**src/rtl/kyber_pkg.sv**
```systemverilog
// Shared Kyber constants, decoder state type and the legal-width check
// used by the byte/coefficient packing datapath.
package kyber_pkg;

    localparam int KYBER_Q = 3329;
    localparam int KYBER_N = 256;

    typedef enum logic [0:0] {
        IDLE = 1'b0,
        RUN  = 1'b1
    } dec_state_t;

    function automatic logic legal_d(input logic [3:0] d);
        case (d)
            4'd1, 4'd4, 4'd5, 4'd10, 4'd11, 4'd12: return 1'b1;
            default:                                return 1'b0;
        endcase
    endfunction

endpackage

```
**src/rtl/cond_sub_q.sv**
```systemverilog
// Single conditional subtraction of Q: maps [0, 2^W) onto [0, Q) for inputs
// below 2Q. Shared with the compress/decompress datapath.
module cond_sub_q
    import kyber_pkg::*;
#(
    parameter int W = 12,
    parameter int Q = KYBER_Q
) (
    input  logic [W-1:0] x,
    output logic [W-1:0] y
);

    assign y = (x >= W'(Q)) ? x - W'(Q) : x;

endmodule

```
**src/rtl/byte_decode_stream.sv**
```systemverilog
// Streaming Kyber ByteDecode_d: packs an LSB-first byte stream into d-bit
// coefficients, one polynomial per start, with mod-q reduction for d=12.
module byte_decode_stream
    import kyber_pkg::*;
#(
    parameter int IN_W    = 8,
    parameter int MAX_D   = 12,
    parameter int N_COEFF = KYBER_N,
    parameter int Q       = KYBER_Q
) (
    input  logic             clk,
    input  logic             rst,
    input  logic             start,
    input  logic [3:0]       d_sel,
    input  logic             in_valid,
    input  logic [IN_W-1:0]  in_data,
    output logic             in_ready,
    output logic             out_valid,
    output logic [MAX_D-1:0] out_coeff,
    output logic             out_last,
    input  logic             out_ready,
    output logic             busy,
    output logic             done,
    output logic             err
);

    localparam int ACC_W = MAX_D + IN_W;
    localparam int CNT_W = $clog2(ACC_W);
    localparam int CC_W  = $clog2(N_COEFF);
    localparam int BPD   = N_COEFF / IN_W;
    localparam int BL_W  = $clog2(BPD * MAX_D + 1);

    dec_state_t        state_reg;
    logic [3:0]        d_reg;
    logic [ACC_W-1:0]  acc_reg;
    logic [CNT_W-1:0]  acc_cnt_reg;
    logic [CC_W-1:0]   coeff_cnt_reg;
    logic [BL_W-1:0]   bytes_left_reg;
    logic              done_reg;
    logic              err_reg;

    logic              run;
    logic [CNT_W-1:0]  d_ext;
    logic              in_fire;
    logic              out_fire;
    logic [MAX_D-1:0]  raw;
    logic [MAX_D-1:0]  reduced;
    logic [MAX_D-1:0]  coeff_sel;

    assign run   = (state_reg == RUN);
    assign d_ext = CNT_W'(d_reg);

    // acc_cnt < d and acc_cnt >= d are complementary, so at most one side
    // of the block can handshake in any cycle.
    assign in_ready  = run && (acc_cnt_reg < d_ext) && (bytes_left_reg != '0);
    assign out_valid = run && (acc_cnt_reg >= d_ext);
    assign in_fire   = in_valid && in_ready;
    assign out_fire  = out_valid && out_ready;

    // Keep only the low d bits of the accumulator as the raw coefficient.
    generate
        for (genvar gi = 0; gi < MAX_D; gi++) begin : g_mask
            assign raw[gi] = acc_reg[gi] & (CNT_W'(gi) < d_ext);
        end
    endgenerate

    cond_sub_q #(
        .W (MAX_D),
        .Q (Q)
    ) u_cond_sub_q (
        .x (raw),
        .y (reduced)
    );

    assign coeff_sel = (d_reg == 4'(MAX_D)) ? reduced : raw;
    assign out_coeff = out_valid ? coeff_sel : '0;
    assign out_last  = out_valid && (coeff_cnt_reg == CC_W'(N_COEFF - 1));
    assign busy      = run;
    assign done      = done_reg;
    assign err       = err_reg;

    always_ff @(posedge clk) begin
        if (rst) begin
            state_reg      <= IDLE;
            d_reg          <= '0;
            acc_reg        <= '0;
            acc_cnt_reg    <= '0;
            coeff_cnt_reg  <= '0;
            bytes_left_reg <= '0;
            done_reg       <= 1'b0;
            err_reg        <= 1'b0;
        end else begin
            done_reg <= 1'b0;
            err_reg  <= 1'b0;
            case (state_reg)
                IDLE: begin
                    if (start) begin
                        if (legal_d(d_sel)) begin
                            state_reg      <= RUN;
                            d_reg          <= d_sel;
                            acc_reg        <= '0;
                            acc_cnt_reg    <= '0;
                            coeff_cnt_reg  <= '0;
                            bytes_left_reg <= BL_W'(d_sel) * BL_W'(BPD);
                        end else begin
                            err_reg <= 1'b1;
                        end
                    end
                end
                RUN: begin
                    if (in_fire) begin
                        acc_reg        <= acc_reg | (ACC_W'(in_data) << acc_cnt_reg);
                        acc_cnt_reg    <= acc_cnt_reg + CNT_W'(IN_W);
                        bytes_left_reg <= bytes_left_reg - 1'b1;
                    end else if (out_fire) begin
                        acc_reg       <= acc_reg >> d_reg;
                        acc_cnt_reg   <= acc_cnt_reg - d_ext;
                        coeff_cnt_reg <= coeff_cnt_reg + 1'b1;
                        if (out_last) begin
                            state_reg <= IDLE;
                            done_reg  <= 1'b1;
                        end
                    end
                end
                default: state_reg <= IDLE;
            endcase
        end
    end

endmodule

```
**config.mk**
```make
export PLATFORM = sky130hd
export DESIGN_NAME = byte_decode_stream
export DESIGN_NICKNAME = d
export VERILOG_FILES = /design/src/rtl/kyber_pkg.sv /design/src/rtl/cond_sub_q.sv /design/src/rtl/byte_decode_stream.sv
export SDC_FILE = /design/constraint.sdc
export NUM_CORES = 1
export LEC_CHECK = 0
export ABC_CLOCK_PERIOD_IN_PS = 6650
export BUFFER_PORTS_ARGS = -buffer_cell sky130_fd_sc_hd__buf_2
export CORE_MARGIN = 2
export CORE_UTILIZATION = 55
export DETAILED_ROUTE_END_ITERATION = 10
export HOLD_SLACK_MARGIN = 0.08
export PLACE_DENSITY = 0.78
export SETUP_SLACK_MARGIN = 0.2
export SYNTH_ARGS = -nofsm -noshare
export SYNTH_HDL_FRONTEND = slang
export SYNTH_SLANG_ARGS = --single-unit
```
**constraint.sdc**
```tcl
create_clock -name clk -period 6.65 [get_ports clk]
set_input_delay 0.9975 -clock clk [delete_from_list [all_inputs] [get_ports clk]]
set_output_delay 0.9975 -clock clk [all_outputs]
set_load 0.005 [all_outputs]
```
==> results of run 1 <==
## synthesized netlist by cell type, types with 6 or more instances
cell type	number	area share
a211oi_1	14	0.024
nand2b_1	8	0.012
clkbuf_1	23	0.020
or3_1	6	0.0087
nor2_1	60	0.052
nor3_1	19	0.022
a31oi_1	11	0.016
nand3_1	17	0.020
buf_2	13	0.015
inv_1	12	0.010
o21a_1	7	0.012
mux4_2	16	0.084
a22oi_1	7	0.012
xor2_1	6	0.012
a21o_1	6	0.010
mux2_2	6	0.016
nand2_1	34	0.030
o21ai_0	47	0.055
and3_1	10	0.015
ha_1	9	0.026
dfxtp_1	49	0.23
a21oi_1	50	0.058
mux2i_1	24	0.056
## worst max-delay path, cell delays in order, from the launching register on
cell and delay (ns):
dfxtp_1 0.98, or2_2 0.29, nor3_1 0.09, nand2b_1 0.21, ha_1 0.29, nand2b_1 0.15, o41ai_4 0.09, a21oi_1 0.70
mux2_2 0.41, nor2_1 0.07, buf_2 0.11
## worst max-delay path by stage
stage	endpoint	slack (ns)	cells past startpoint
3_3_place_gp	out_coeff[1]	2.51	10
4_1_cts	out_coeff[1]	2.00	10
5_1_grt	out_coeff[1]	1.60	10
3_5_place_dp	out_coeff[1]	2.33	10
2_1_floorplan	out_coeff[4]	3.03	13
6_report	out_coeff[1]	1.93	10
## final cells by class
| class | count | area [µm²] |
|---|---|---|
| clock buffers | 5 | 68.8 |
| clock inverters | 3 | 21.3 |
| fillers | 714 | 3100 |
| inverters | 14 | 52.6 |
| multi-input cells | 447 | 3090 |
| flip-flops and latches | 49 | 981 |
| well taps | 102 | 128 |
| repair buffers | 38 | 200 |
## power by group through the flow
stage,combinational [mW],sequential (mW),clock [mW]
final,0.124,0.315,0.176
after global routing,0.135,0.317,0.189
after CTS,0.122,0.315,0.179
after detailed placement,0.121,0.322,0
after global placement,0.119,0.321,0
after floorplan,0.0984,0.313,0
## stage by stage
stage	std cells	setup slack [ns]	util	area [µm²]
3_5_place_dp	650	2.33	0.582	4450
5_1_grt	658	1.60	0.594	4540
2_1_floorplan	553	3.03	-	4310
4_1_cts	658	2.00	0.594	4540
6_report	658	1.93	0.594	4540
3_3_place_gp	650	2.51	0.582	4450
## routing by layer
metal	routed length (µm)	global-route usage	up-vias
met5	0	0	-
met4	209	0.0746	0
met3	713	0.0293	21
met2	5940	0.471	179
met1	5400	0.397	2116
li1	-	-	2089
## kinds of logic after synthesis
| group | after synthesis |
|---|---|
| AOI/OAI and AO/OA | 193 |
| DFF | 49 |
| muxes | 46 |
| and+or+nand+nor | 187 |
| adders and majority gates | 10 |
| buffers and inverters | 57 |
| xor gates and xnor gates | 11 |
==> results.cfg, run 1 <==
[layout]
nNetsFinal = 582
area_delta_synth_final_pct = 5.40
final_cell_mix = nor2_1, a21oi_1, dfxtp_1, o21ai_0
largest_reg_flops = 20
drive_above_1_share = 0.146
layout_commonest_cell = nor2_1
diodes = 0

[power]
ir_drop_uv = 111
p_int_mw = 0.421
p_switching_mw = 0.194
seqPwrFrac = 0.513
power.total_mw = 0.614
leakagePower_nw = 1.62
clkPwrFrac = 0.286
p_sw_frac = 0.315
comb_power_share = 0.201
p_per_area_nw_per_um2 = 135

[routing]
routed_wirelength_um = 12300
first_pass_iters = 5
dr_total_vias = 4405
drcViolationCount = 0
post_drt_wl_per_cell_um = 18.6
first_iter_violations = 365
ant_nets = 0
vias_per_cell = 6.69

[critical_path]
path_class = flip-flop to output pin
startpoint_type = flip-flop
crit_path_start = d_reg[3]$_SDFFE_PP0P_
r2r_slack_ns = 2.85
required_ns = 5.65
end_kind = output pin
crit_arrival_ns = 3.72
r2r_end = acc_reg[11]$_SDFFE_PP0P_
path_max_fanout = 31
r2r_cells = 8
rr_startpoint = d_reg[2]$_SDFFE_PP0P_

[synth]
syn_avg_cell_area_um2 = 7.80
synth_top_family_by_area = compound AO/OA/AOI/OAI gates
synth_edf_count = 0
synth-adder-area-share = 0.0308
ys_warn_count = 0
syn_area_um2 = 4310
synthFlopType = dfxtp_1
ys_types = 69
yosys.area_share.simple = 0.212
synthMuxAreaShare = 0.155
synth_xor_area_frac = 0.0223
ys_async_sr_fraction = 0
synth_compound_area_frac = 0.297
syn_inst = 553
ys_ff_latch = 49
synth-seq-area-share = 0.228
synth_nets = 580

[global_route]
grt_usage = 0.284
overflow = 0
grt_pass1_vias = 3998
grt_max_degree = 38
grt_antenna_before_repair = 0
grt_pass1_wl_um = 19900

[hold_path]
hold_class = flip-flop to flip-flop
hold_start = bytes_left_reg[8]$_SDFFE_PP0P_
hold_path_end = bytes_left_reg[8]$_SDFFE_PP0P_
whs_path_depth = 2

[timing]
hold_viol = 0
tightest_slew_ns = 0.988
clock.fmax_ghz = 0.212
tns_ns = 0
setup_viol = 0
finalCriticalPeriod_ns = 4.72
slew_violations = 0
whs_ns = 0.497
skew_ns = 0.00660
rsz0062_at_grt = no
fin_crit_sh = 0.709
relSlewSlack = 0.340

[clock_network]
hold_buffers = 0
cts-resized-gates = 0
clock_latency_ns = 0.30
h-tree-depth = 2
cts-root-buf = clkbuf_8
cts_setup_buffers = 0
cts_tree = built
clkTransAtPathRegs_ns = 0.09
numCtsBuffers = 5
cts_buffer_depth = 2
cts.sinks = 49

[floorplan]
dieHeight_um = 92.5
start_util = 0.564
io_pins = 35
num_rows = 32
die_w_um = 92.5
dieArea_um2 = 8560
coreArea_um2 = 7650

[flow_run]
cap_violations = 0

[place]
numPortBuffers = 34
gp_congestion = 0.976
hpwl_um = 8940

[run_status]
status = completed
(Power assumes the default switching activity.)
==> run 2, diff against run 1 <==
ABC_CLOCK_PERIOD_IN_PS = 4900   (was 6650)
clock period = 4.9 ns   (was 6.65 ns; I/O delays follow)
==> run 2 against run 1 <==
  * Global-route usage up 1.3 points
  * Register-to-register slack worse by 1.7 ns
  * Die area unchanged
  * Clock power up 68%
  * Cell area up 0.96%
  * Cell count up 0.46%
  * Count of clock-buffer cells in the layout up 1
  * Setup slack worse by 1.3 ns
  * Highest routed layer unchanged
==> results.cfg, run 2 (synthesis results as in run 1) <==
[clock_network]
cts-root-buf = clkbuf_8
cts.sinks = 49
h-tree-depth = 2
cts-resized-gates = 0
cts_setup_buffers = 0
cts_tree = built
numCtsBuffers = 5
cts_buffer_depth = 2
clkTransAtPathRegs_ns = 0.09
clock_latency_ns = 0.31
hold_buffers = 0

[place]
hpwl_um = 9140
dpl_cell_area_um2 = 4480
gp_congestion = 0.979
numPortBuffers = 34

[timing]
tightest_slew_ns = 0.999
clock.fmax_ghz = 0.232
tns_ns = 0
fin_crit_sh = 0.879
finalCriticalPeriod_ns = 4.31
hold_viol = 0
whs_ns = 0.495
rsz0062_at_grt = no
slew_violations = 0
relSlewSlack = 0.333
setup_viol = 0
skew_ns = 0.0104

[layout]
drive_above_1_share = 0.148
final_cell_mix = nor2_1, a21oi_1, dfxtp_1, o21ai_0
layout_commonest_cell = nor2_1
nNetsFinal = 585
area_delta_synth_final_pct = 6.41
diodes = 0
fin_area_um2 = 4590
largest_reg_flops = 20

[critical_path]
path_delay_family = compound AO/OA/AOI/OAI gates
crit_path_start = d_reg[1]$_SDFFE_PP0P_
required_ns = 4.16
slowest_delay_ns = 0.99
r2r_slack_ns = 1.19
path_class = flip-flop to output pin
end_kind = output pin
rr_startpoint = d_reg[1]$_SDFFE_PP0P_
crit_arrival_ns = 3.57
critical_path_buf_inv_count = 1
startpoint_type = flip-flop
path_cells = o21ai_0 -> ha_1 -> nand2b_1 -> o41ai_4 -> a21oi_1 -> mux2_2 -> nor2_1 -> buf_2
crit_path_top_delay_cell = dfxtp_1
path_max_fanout = 24

[power]
leakagePower_nw = 1.65
p_int_mw = 0.624
ir_drop_uv = 145
p_switching_mw = 0.271
comb_power_share = 0.192
clkPwrFrac = 0.331
p_per_area_nw_per_um2 = 195
p_sw_frac = 0.303
seqPwrFrac = 0.477

[global_route]
grt_usage = 0.298
grt_pass1_vias = 4185
grt_max_degree = 33
overflow = 0
grt_pass1_wl_um = 20600
grt_antenna_before_repair = 0

[routing]
drcViolationCount = 0
post_drt_wl_per_cell_um = 18.9
ant_nets = 0
dr_total_vias = 4453
vias_per_cell = 6.74
routed_wirelength_um = 12500
first_pass_iters = 5
first_iter_violations = 476

[floorplan]
num_rows = 32
dieArea_um2 = 8560
die_w_um = 92.5
dieHeight_um = 92.5
coreArea_um2 = 7650
io_pins = 35
start_util = 0.564

[flow_run]
cap_violations = 0

[run_status]
status = completed

[hold_path]
hold_start = coeff_cnt_reg[7]$_SDFFE_PP0P_
hold_class = flip-flop to flip-flop
[run 2: cell types whose count changed in the layout (fill, tap and decap cells not counted)]
cell and delta:
inv_6 -1, clkinv_4 +1, clkbuf_1 +1, clkinv_2 -1, buf_4 +3, clkinvlp_4 -1
bufinv_16 +1
[run 2: final cells by class]
| type | count | area (µm²) |
|---|---|---|
| fillers | 704 | 3060 |
| repair buffers | 41 | 223 |
| well taps | 102 | 128 |
| clock inverters | 2 | 38.8 |
| clock buffers | 6 | 72.6 |
| flip-flops and latches | 49 | 981 |
| multi-input cells | 447 | 3090 |
| inverters | 14 | 52.6 |
[run 2: metal layers]
metal / global-route usage / share of wire
met4: 0.0908 / 0.016
met3: 0.0439 / 0.088
met2: 0.493 / 0.48
met5: 0 / 0
met1: 0.403 / 0.41
[run 2: worst paths after layout]
path	endpoint	cells past startpoint
worst max register to register	acc_reg[11]$_SDFFE_PP0P_	8
worst min register to register	coeff_cnt_reg[7]$_SDFFE_PP0P_	2
worst max-delay path	out_coeff[1]	8
worst min-delay path	coeff_cnt_reg[7]$_SDFFE_PP0P_	2
[run 2: stage by stage]
step	util	instances	setup slack, ns	total power [mW]
6_report	0.600	661	0.592	0.895
5_1_grt	0.600	661	0.289	0.928
4_1_cts	0.600	661	0.621	0.893
3_5_place_dp	0.585	653	0.992	0.603
3_3_place_gp	0.585	653	1.12	0.598
2_1_floorplan	-	553	1.54	0.558
[run 2: power groups by stage]
stage | clock network (mW) | logic (mW) | registers, mW
global route | 0.310 | 0.189 | 0.429
finish | 0.296 | 0.172 | 0.427
floorplan | 0 | 0.134 | 0.424
CTS | 0.298 | 0.168 | 0.426
detailed placement | 0 | 0.167 | 0.436
global placement | 0 | 0.163 | 0.435
[run 2: worst min-delay path, delay by kind of cell (launching register included)]
kind | cells | cell delay (ns)
AOI/OAI and AO/OA | 2 | 0.12
DFF | 1 | 0.33
==> run 3, diff against run 2 <==
CORE_UTILIZATION = 46   (was 55)
PLACE_DENSITY = 0.68   (was 0.78)
==> run 3 against run 2 <==
  * Clock skew shrank 0.0029 ns
  * Cell area shrank 0.38%
  * Setup slack gained 0.11 ns
==> results.cfg, run 3 (synthesis results as in run 1) <==
[run_status]
status = completed

[floorplan]
coreArea_um2 = 9150
dieHeight_um = 101
io_pins = 35
start_util = 0.471
dieArea_um2 = 10200
die_w_um = 101
num_rows = 35

[global_route]
overflow = 0
grt_usage = 0.246
grt_max_degree = 34
grt_pass1_wl_um = 20300
grt_pass1_vias = 4061
grt_antenna_before_repair = 0

[timing]
whs_ns = 0.494
tightest_slew_ns = 0.880
tns_ns = 0
skew_ns = 0.00744
relSlewSlack = 0.414
slew_violations = 0
finalCriticalPeriod_ns = 4.20
clock.fmax_ghz = 0.238
setup_viol = 0
fin_crit_sh = 0.857
hold_viol = 0
rsz0062_at_grt = no

[power]
seqPwrFrac = 0.504
p_switching_mw = 0.273
p_per_area_nw_per_um2 = 185
p_sw_frac = 0.323
clkPwrFrac = 0.292
ir_drop_uv = 114
p_int_mw = 0.572
leakagePower_nw = 1.63
comb_power_share = 0.204

[critical_path]
crit_path_start = d_reg[3]$_SDFFE_PP0P_
startpoint_type = flip-flop
crit_arrival_ns = 3.46
path_class = flip-flop to output pin
end_kind = output pin
r2r_slack_ns = 1.43
cp-endpoint = out_coeff[4]
required_ns = 4.16
path_max_fanout = 18
r2r_cells = 8
r2r_end = acc_reg[11]$_SDFFE_PP0P_
rr_startpoint = d_reg[3]$_SDFFE_PP0P_

[layout]
drive_above_1_share = 0.149
multiInputGateArea_um2 = 3090
diodes = 0
largest_reg_flops = 20
final_cell_mix = nor2_1, a21oi_1, dfxtp_1, o21ai_0
register_area_um2 = 981
layout_commonest_cell = nor2_1
nNetsFinal = 584
fillers = 888
area_delta_synth_final_pct = 6.01

[routing]
routed_wirelength_um = 12600
dr_total_vias = 4391
vias_per_cell = 6.56
drcViolationCount = 0
ant_nets = 0
first_pass_iters = 5
first_iter_violations = 411
post_drt_wl_per_cell_um = 18.8

[clock_network]
cts_buffer_depth = 2
cts-root-buf = clkbuf_8
clkTransAtPathRegs_ns = 0.10
numCtsBuffers = 5
clock_latency_ns = 0.31
cts_setup_buffers = 0
cts-resized-gates = 0
cts_tree = built
cts.sinks = 49
h-tree-depth = 2
hold_buffers = 0

[place]
gp_congestion = 0.966
numPortBuffers = 34
hpwl_um = 9140

[hold_path]
hold_class = flip-flop to flip-flop
whs_path_depth = 2

[flow_run]
cap_violations = 0
[run 3: cell types whose count changed in the layout (fill, tap and decap cells not counted)]
cell / previous run / this run
clkinvlp_4: 0 / 1
buf_4: 7 / 6
clkinv_4: 1 / 0
clkbuf_1: 1 / 0
inv_6: 0 / 1
clkinv_2: 0 / 1
bufinv_16: 1 / 0
[run 3: final cells by class]
| cell class | instances | area share |
|---|---|---|
| multi-input cells | 447 | 0.677 |
| flip-flops and latches | 49 | 0.215 |
| repair buffers | 40 | 0.0471 |
| well taps | 111 | 0.0304 |
| clock buffers | 5 | 0.0151 |
| inverters | 14 | 0.0115 |
| clock inverters | 3 | 0.00465 |
[run 3: metrics by stage]
stage | instances | area [µm²] | total power, mW | util | worst slack, ns
2_1_floorplan | 553 | 4310 | 0.558 | - | 1.54
3_3_place_gp | 661 | 4480 | 0.601 | 0.490 | 1.25
3_5_place_dp | 661 | 4480 | 0.604 | 0.490 | 1.14
4_1_cts | 669 | 4570 | 0.845 | 0.499 | 0.783
5_1_grt | 669 | 4570 | 0.886 | 0.499 | 0.452
6_report | 669 | 4570 | 0.845 | 0.499 | 0.701
[run 3: power by group through the flow]
stage               clock network, mW  registers (mW)  logic (mW)
floorplan                           0           0.424       0.134
global placement                    0           0.434       0.167
detailed placement                  0           0.435       0.169
CTS                             0.250           0.425       0.170
global route                    0.268           0.428       0.190
finish                          0.247           0.426       0.172
[run 3: layer usage]
metal,global-route usage,vias to the layer above,routed length [µm]
met2,0.410,199,5890
met1,0.336,2070,5470
li1,-,2095,-
met3,0.0298,27,955
met5,0,-,0
met4,0.0685,0,252
[run 3: worst max-delay path, cell delays in order, from the launching register on]
cell and delay, ns:
dfxtp_1 0.52, or2_2 0.44, nor3_1 0.33, nand2b_1 0.20, ha_1 0.30, nand2b_1 0.13
o41ai_4 0.31, a21oi_1 0.35, a31o_1 0.34, a21oi_1 0.12, buf_2 0.13
[run 3: worst min path at each step]
stage,slack [ns],to,from
3_5_place_dp,0.48,coeff_cnt_reg[7]$_SDFFE_PP0P_,coeff_cnt_reg[7]$_SDFFE_PP0P_
3_3_place_gp,0.46,coeff_cnt_reg[7]$_SDFFE_PP0P_,coeff_cnt_reg[7]$_SDFFE_PP0P_
2_1_floorplan,0.45,coeff_cnt_reg[7]$_SDFFE_PP0P_,coeff_cnt_reg[7]$_SDFFE_PP0P_
6_report,0.49,coeff_cnt_reg[7]$_SDFFE_PP0P_,coeff_cnt_reg[7]$_SDFFE_PP0P_
4_1_cts,0.49,coeff_cnt_reg[7]$_SDFFE_PP0P_,coeff_cnt_reg[7]$_SDFFE_PP0P_
5_1_grt,0.52,coeff_cnt_reg[7]$_SDFFE_PP0P_,coeff_cnt_reg[7]$_SDFFE_PP0P_
